==> src/rtl/tx_pkg.sv <==
// Shared types and constants for the QPSK transmit symbol scheduler.
package tx_pkg;

    typedef enum logic [1:0] {
        StIdle,
        StPreamble,
        StData,
        StFlush
    } tx_state_e;

    localparam int unsigned UPSAMPLE_DEF     = 4;
    localparam int unsigned NCOEF_DEF        = 24;
    localparam int unsigned PREAMBLE_LEN_DEF = 16;

    // Preamble alternates between these two (I,Q) pairs, starting with A.
    localparam logic [1:0] PRE_SYM_A = 2'b11;
    localparam logic [1:0] PRE_SYM_B = 2'b00;
    localparam logic [1:0] ZERO_SYM  = 2'b00;

    function automatic logic [1:0] pre_sym(input logic odd);
        return odd ? PRE_SYM_B : PRE_SYM_A;
    endfunction

endpackage

==> src/rtl/tx_sym_shifter.sv <==
// Byte-to-dibit shifter: a load emits bits [7:6] directly and keeps the
// remaining three dibits; each shift exposes the next one, MSB first.
module tx_sym_shifter (
    input  logic       clk_i,
    input  logic       rst_i,
    input  logic       load_i,
    input  logic [7:0] data_i,
    input  logic       shift_i,
    output logic [1:0] sym_o,
    output logic       empty_o
);

    logic [7:0] sreg_q;
    logic [1:0] cnt_q;

    always_ff @(posedge clk_i or posedge rst_i) begin
        if (rst_i) begin
            sreg_q <= '0;
            cnt_q  <= '0;
        end else if (load_i) begin
            sreg_q <= {data_i[5:0], 2'b00};
            cnt_q  <= 2'd3;
        end else if (shift_i && (cnt_q != 2'd0)) begin
            sreg_q <= {sreg_q[5:0], 2'b00};
            cnt_q  <= cnt_q - 2'd1;
        end
    end

    assign sym_o   = sreg_q[7:6];
    assign empty_o = (cnt_q == 2'd0);

endmodule

==> src/rtl/tx_sym_sched.sv <==
// QPSK transmit symbol scheduler: frames a byte stream into preamble, data and
// flush symbols. Define TX_SYM_SCHED_PREAMBLE_EN to include the preamble.
module tx_sym_sched
    import tx_pkg::*;
#(
    parameter int unsigned UPSAMPLE     = UPSAMPLE_DEF,
    parameter int unsigned NCOEF        = NCOEF_DEF,
    parameter int unsigned PREAMBLE_LEN = PREAMBLE_LEN_DEF
) (
    input  logic                        clk,
    input  logic                        rst,
    input  logic [7:0]                  s_data,
    input  logic                        s_valid,
    output logic                        s_ready,
    input  logic                        s_last,
    output logic                        sym_i,
    output logic                        sym_q,
    output logic                        sym_stb,
    output logic [$clog2(UPSAMPLE)-1:0] phase,
    output logic                        tx_active,
    output logic                        underrun
);

    localparam int unsigned PHW       = $clog2(UPSAMPLE);
    localparam int unsigned FLUSH_LEN = NCOEF / UPSAMPLE;
    localparam int unsigned FCW       = $clog2(FLUSH_LEN + 1);

    if ((UPSAMPLE < 2) || ((UPSAMPLE & (UPSAMPLE - 1)) != 0)) begin : g_bad_upsample
        $error("UPSAMPLE must be a power of two, at least 2");
    end
    if (PREAMBLE_LEN < 1) begin : g_bad_preamble
        $error("PREAMBLE_LEN must be at least 1");
    end
    if (FLUSH_LEN < 1) begin : g_bad_flush
        $error("NCOEF must be at least UPSAMPLE");
    end

    tx_state_e        state_q, state_d;
    logic [PHW-1:0]   phase_q;
    logic             boundary;

    logic [7:0]       hold_data_q;
    logic             hold_last_q;
    logic             hold_valid_q;
    logic             take;

    logic             byte_last_q, byte_last_d;
    logic [FCW-1:0]   flush_cnt_q, flush_cnt_d;
    logic [1:0]       pair_q, pair_d;
    logic             tx_active_q, tx_active_d;
    logic             underrun_q, underrun_d;
    logic             sym_stb_q;

    logic             sh_load, sh_shift, sh_empty;
    logic [1:0]       sh_sym;
    logic             data_step;

`ifdef TX_SYM_SCHED_PREAMBLE_EN
    localparam int unsigned PCW = $clog2(PREAMBLE_LEN + 1);
    logic [PCW-1:0]   pre_cnt_q, pre_cnt_d;
`endif

    assign boundary = (phase_q == PHW'(UPSAMPLE - 1));
    assign s_ready  = ~hold_valid_q;
    assign take     = s_valid & s_ready;

    tx_sym_shifter u_shifter (
        .clk_i   (clk),
        .rst_i   (rst),
        .load_i  (sh_load),
        .data_i  (hold_data_q),
        .shift_i (sh_shift),
        .sym_o   (sh_sym),
        .empty_o (sh_empty)
    );

    always_ff @(posedge clk or posedge rst) begin
        if (rst) begin
            phase_q   <= '0;
            sym_stb_q <= 1'b0;
        end else begin
            phase_q   <= phase_q + 1'b1;
            sym_stb_q <= boundary;
        end
    end

    // Loads only happen while the register is full, captures only while empty.
    always_ff @(posedge clk or posedge rst) begin
        if (rst) begin
            hold_valid_q <= 1'b0;
            hold_data_q  <= '0;
            hold_last_q  <= 1'b0;
        end else if (take) begin
            hold_valid_q <= 1'b1;
            hold_data_q  <= s_data;
            hold_last_q  <= s_last;
        end else if (sh_load) begin
            hold_valid_q <= 1'b0;
        end
    end

    always_ff @(posedge clk or posedge rst) begin
        if (rst) begin
            state_q     <= StIdle;
            byte_last_q <= 1'b0;
            flush_cnt_q <= '0;
            pair_q      <= ZERO_SYM;
            tx_active_q <= 1'b0;
            underrun_q  <= 1'b0;
        end else begin
            state_q     <= state_d;
            byte_last_q <= byte_last_d;
            flush_cnt_q <= flush_cnt_d;
            pair_q      <= pair_d;
            tx_active_q <= tx_active_d;
            underrun_q  <= underrun_d;
        end
    end

`ifdef TX_SYM_SCHED_PREAMBLE_EN
    always_ff @(posedge clk or posedge rst) begin
        if (rst) begin
            pre_cnt_q <= '0;
        end else begin
            pre_cnt_q <= pre_cnt_d;
        end
    end
`endif

    always_comb begin
        state_d     = state_q;
        byte_last_d = byte_last_q;
        flush_cnt_d = flush_cnt_q;
        pair_d      = pair_q;
        tx_active_d = tx_active_q;
        underrun_d  = 1'b0;
        sh_load     = 1'b0;
        sh_shift    = 1'b0;
        data_step   = 1'b0;
`ifdef TX_SYM_SCHED_PREAMBLE_EN
        pre_cnt_d   = pre_cnt_q;
`endif

        if (boundary) begin
            unique case (state_q)
                StIdle: begin
                    pair_d = ZERO_SYM;
                    if (hold_valid_q) begin
                        tx_active_d = 1'b1;
`ifdef TX_SYM_SCHED_PREAMBLE_EN
                        state_d   = StPreamble;
                        pair_d    = PRE_SYM_A;
                        pre_cnt_d = PCW'(1);
`else
                        state_d   = StData;
                        data_step = 1'b1;
`endif
                    end
                end
                StPreamble: begin
`ifdef TX_SYM_SCHED_PREAMBLE_EN
                    if (pre_cnt_q == PCW'(PREAMBLE_LEN)) begin
                        state_d   = StData;
                        pre_cnt_d = '0;
                        data_step = 1'b1;
                    end else begin
                        pair_d    = pre_sym(pre_cnt_q[0]);
                        pre_cnt_d = pre_cnt_q + 1'b1;
                    end
`else
                    state_d = StIdle;
`endif
                end
                StData: begin
                    data_step = 1'b1;
                end
                StFlush: begin
                    pair_d = ZERO_SYM;
                    if (flush_cnt_q == FCW'(FLUSH_LEN)) begin
                        state_d     = StIdle;
                        tx_active_d = 1'b0;
                        flush_cnt_d = '0;
                    end else begin
                        flush_cnt_d = flush_cnt_q + 1'b1;
                    end
                end
                default: state_d = StIdle;
            endcase

            // Shifter drained: finish the frame, refill, or pad with an underrun.
            if (data_step) begin
                if (!sh_empty) begin
                    sh_shift = 1'b1;
                    pair_d   = sh_sym;
                end else if (byte_last_q) begin
                    state_d     = StFlush;
                    byte_last_d = 1'b0;
                    pair_d      = ZERO_SYM;
                    flush_cnt_d = FCW'(1);
                end else if (hold_valid_q) begin
                    sh_load     = 1'b1;
                    pair_d      = hold_data_q[7:6];
                    byte_last_d = hold_last_q;
                end else begin
                    pair_d     = ZERO_SYM;
                    underrun_d = 1'b1;
                end
            end
        end
    end

    assign sym_i     = pair_q[1];
    assign sym_q     = pair_q[0];
    assign sym_stb   = sym_stb_q;
    assign phase     = phase_q;
    assign tx_active = tx_active_q;
    assign underrun  = underrun_q;

endmodule

==> config.mk <==
export PLATFORM = sky130hd
export DESIGN_NAME = tx_sym_sched
export DESIGN_NICKNAME = d
export VERILOG_FILES = /design/src/rtl/tx_pkg.sv /design/src/rtl/tx_sym_shifter.sv /design/src/rtl/tx_sym_sched.sv
export SDC_FILE = /design/constraint.sdc
export NUM_CORES = 1
export LEC_CHECK = 0
export BUFFER_PORTS_ARGS = -buffer_cell sky130_fd_sc_hd__buf_4
export CAP_MARGIN = 20
export CELL_PAD_IN_SITES_DETAIL_PLACEMENT = 1
export CELL_PAD_IN_SITES_GLOBAL_PLACEMENT = 1
export CORE_MARGIN = 3
export CORE_UTILIZATION = 40
export CTS_BUF_LIST = sky130_fd_sc_hd__clkbuf_16
export CTS_CLUSTER_SIZE = 40
export DETAILED_ROUTE_END_ITERATION = 10
export PLACE_DENSITY = 0.78
export SETUP_SLACK_MARGIN = 0.15
export SYNTH_ARGS = -nofsm -noshare
export SYNTH_HDL_FRONTEND = slang
export SYNTH_SLANG_ARGS = --single-unit
==> constraint.sdc <==
create_clock -name clk -period 1.4 [get_ports clk]
set_input_delay 0.28 -clock clk [delete_from_list [all_inputs] [get_ports clk]]
set_output_delay 0.28 -clock clk [all_outputs]
set_load 0.02 [all_outputs]
==> results.toml <==
[clock_tree]
cts.sinks = 31
tritoncts = "done"
clockRootBuffer = "clkbuf_16"
cts_max_level = 2
clk_pin_slew_ns = 0.05
insertion_delay_ns = 0.28
cts_buffers = 5
clock_tree.buffer_depth = 2

[route]
drt_iter0_drc = 63
antenna_left = 0
viasPerCell = 5.371
vias = 1085
drt-total-wl_microns = 4257
drc_errors = 0
routedWlPerCell_microns = 21.07
firstDrtPassIters = 4

[cells_and_area]
n_antenna_cell = 0
fin_nets = 171
synthToLayoutAreaGrowth_pct = 48.82
drive_above_1_share = 0.5506

[sta]
worstMarginPinSlew_ns = 0.4374
setup_violations = 10
fmax_mhz = 661.9
layout_setup_ws_ns = -0.1109
finalCritPeriodShare = 1.079
holdWs_ns = 0.07939
relSlewSlack = 0.7053
slew_violations = 0
hold_viol_final = 0
finalClockSkew_ns = 0.003029
final.min_clock_period_ns = 1.511
grt_setup_unrepaired = "yes"

[pwr]
power.leakage_nw = 0.9781
totalPowerFinal_mw = 4.203
powerDensity_nw_per_um2 = 2041
ir_drop_uv = 1125

[synthesis]
synth_cells = 112
syn-mean-instance-area_sq_um = 12.36
yosysTopAreaCellShare = 0.5606
ys_warn_count = 0
synth_edf_count = 0
synth_top_family_by_area = "multiplexers"
synthSimpleGateAreaFrac = 0.08951
synth.most_common_cell = "dfrtp_1"
synth_commonest_cells = "31 x dfrtp_1, 9 x inv_1, 9 x mux2_2, 8 x o21ai_0, 7 x nor2_1"
async_reset_ff_frac = 1.000
ys_ff_latch = 31
ys_seq_area_frac = 0.5606
synthFlopType = "dfrtp_1"
synth_nets = 126
yosys.area.top_type = "dfrtp_1"
synth_fa_ha_area_frac = 0.01808
ys_types = 32
synth.area.top_cells = "dfrtp_1 56%, mux2_2 7.3%, mux2_1 4.1%"
syn-cell-area_sq_um = 1384
synthMuxAreaShare = 0.1573
synth_compound_area_frac = 0.1293
synth_xor_area_frac = 0

[global_routing]
grt_antenna_before_repair = 0
first_global_vias = 1165
grt_busiest_layer = "met2"
use_met2 = 0.3027
grt.met1_usage = 0.2260
grt.total_usage = 0.1948
overflow = 0
grt_max_degree = 32
use_met3 = 0.04853
grt_first_pass_wirelength_microns = 5809

[worst_setup_path]
crit_family = "compound AO/OA/AOI/OAI gates"
critPathArrivalTime_ns = 1.67
crit_chain = "inv_2, ha_4, o21bai_4, a21oi_4, mux2_4"
crit_slowest_cell = "dfrtp_1"
start_kind = "flop"
endpoint_kind = "flop"
critPathBufInv = 1
slowest_delay_ns = 0.36
worstPathRequired_ns = 1.56
worstSetupPathType = "flop to flop"
cp_max_fo = 4

[place]
dp_hpwl_microns = 2207
gp_congestion = 0.8056
port_buffers = 19

[floorplanning]
ioPinCount = 20
dieArea_sq_um = 4202
die_y_microns = 64.82
dieWidth_microns = 64.82
core-area_sq_um = 3178
rows = 20
start_util = 0.4354

[hold_path]
hp-class = "input port to asynchronous set/reset pin"

[run_status]
violations = "setup timing"
status = "complete, but fails checks"

[flow_run]
cap_violations = 0
cell usage in the layout, fill, tap and decap left out, types with 2 or more instances in the layout:
cell type	synthesis	layout
clkbuf_16	0	5
o2bb2ai_1	4	2
o2bb2ai_2	0	2
a21oi_1	2	2
inv_2	0	3
nand4_1	2	2
buf_4	0	38
dfrtp_1	31	27
mux2i_1	3	3
ha_4	0	2
mux2_4	2	15
nand2_1	2	2
nand3_1	2	2
buf_6	1	4
a22o_1	2	2
o21ai_2	0	3
o21ai_0	8	5
nand2b_1	3	2
nor2_1	7	6
dfrtp_2	0	4
inv_1	9	6
timing repair:
item | 4_1_cts | 5_1_grt
hold buffers | 0 | 0
resized for setup | 12 | 21
pin swaps | 6 | 4
buffers inserted | 5 | 9
setup endpoints to repair | 24 | 26
kinds of logic (layout without fill, tap and decap cells):
group,after synthesis,after routing
AOI/OAI and AO/OA,25,25
muxes,19,19
DFF,31,31
and+or+nand+nor,21,21
adders and majority gates,2,2
buffers and inverters,14,60
final timing paths:
kind | startpoint | cells past startpoint | end | slack, ns
worst min register to register | phase[0] | 1 | phase[0] | 0.47
min in group clk | s_last | 3 | hold_last_q | 0.22
worst max-delay path | u_shifter.cnt_q[1] | 5 | u_shifter.sreg_q[5] | -0.11
worst min-delay path | rst | 3 | tx_active | 0.08
worst max register to register | u_shifter.cnt_q[1] | 5 | u_shifter.sreg_q[5] | -0.11
max in group asynchronous | rst | 3 | state_q[1] | 1.01
metrics by stage:
| stage | instances | area [sq um] | setup TNS, ns | worst slack, ns | util |
|---|---|---|---|---|---|
| after floorplan | 112 | 1443 | 0 | 0.02673 | - |
| after global placement | 180 | 1677 | -0.005992 | -0.005992 | 0.5276 |
| after detailed placement | 180 | 1677 | -0.2433 | -0.06484 | 0.5276 |
| after CTS | 193 | 1916 | -0.2098 | -0.05588 | 0.6028 |
| after global routing | 202 | 2059 | -1.124 | -0.1343 | 0.6480 |
| final | 202 | 2059 | -0.6064 | -0.1109 | 0.6480 |
per-layer routing:
metal,part of all wire,routed length [microns]
met5,0,0
met4,0.045,191
met3,0.044,187
met2,0.53,2237
met1,0.39,1641
tightest hold or removal path, cell delays in order:
cell	delay (ns)
buf_4	0.11
inv_1	0.04
buf_4	0.35
flip-flops by register name, summed over array words and instances, names as in the netlist, 2 cells and up:
signal / cells
hold_data_q: 8
flush_cnt_q: 3
u_shifter.cnt_q: 2
u_shifter.sreg_q: 6
pair_q: 2
phase: 2
state_q: 2
cell type report:
type                    instances  area, sq um
multi-input cells              67        680.7
inverters                       9        33.78
fillers                       316         1119
repair buffers                 43        345.3
flip-flops and latches         31        780.7
well taps                      44        55.05
clock inverters                 3        38.79
clock buffers                   5        125.1
where the power goes:
| part | switching (mW) | total [mW] | internal (mW) |
|---|---|---|---|
| logic | 0.623 | 1.51 | 0.887 |
| clock network | 0.380 | 1.21 | 0.827 |
| registers | 0.269 | 1.49 | 1.22 |
| total | 1.27 | 4.20 | 2.93 |
Note: power is estimated with default switching activity, not from simulation.
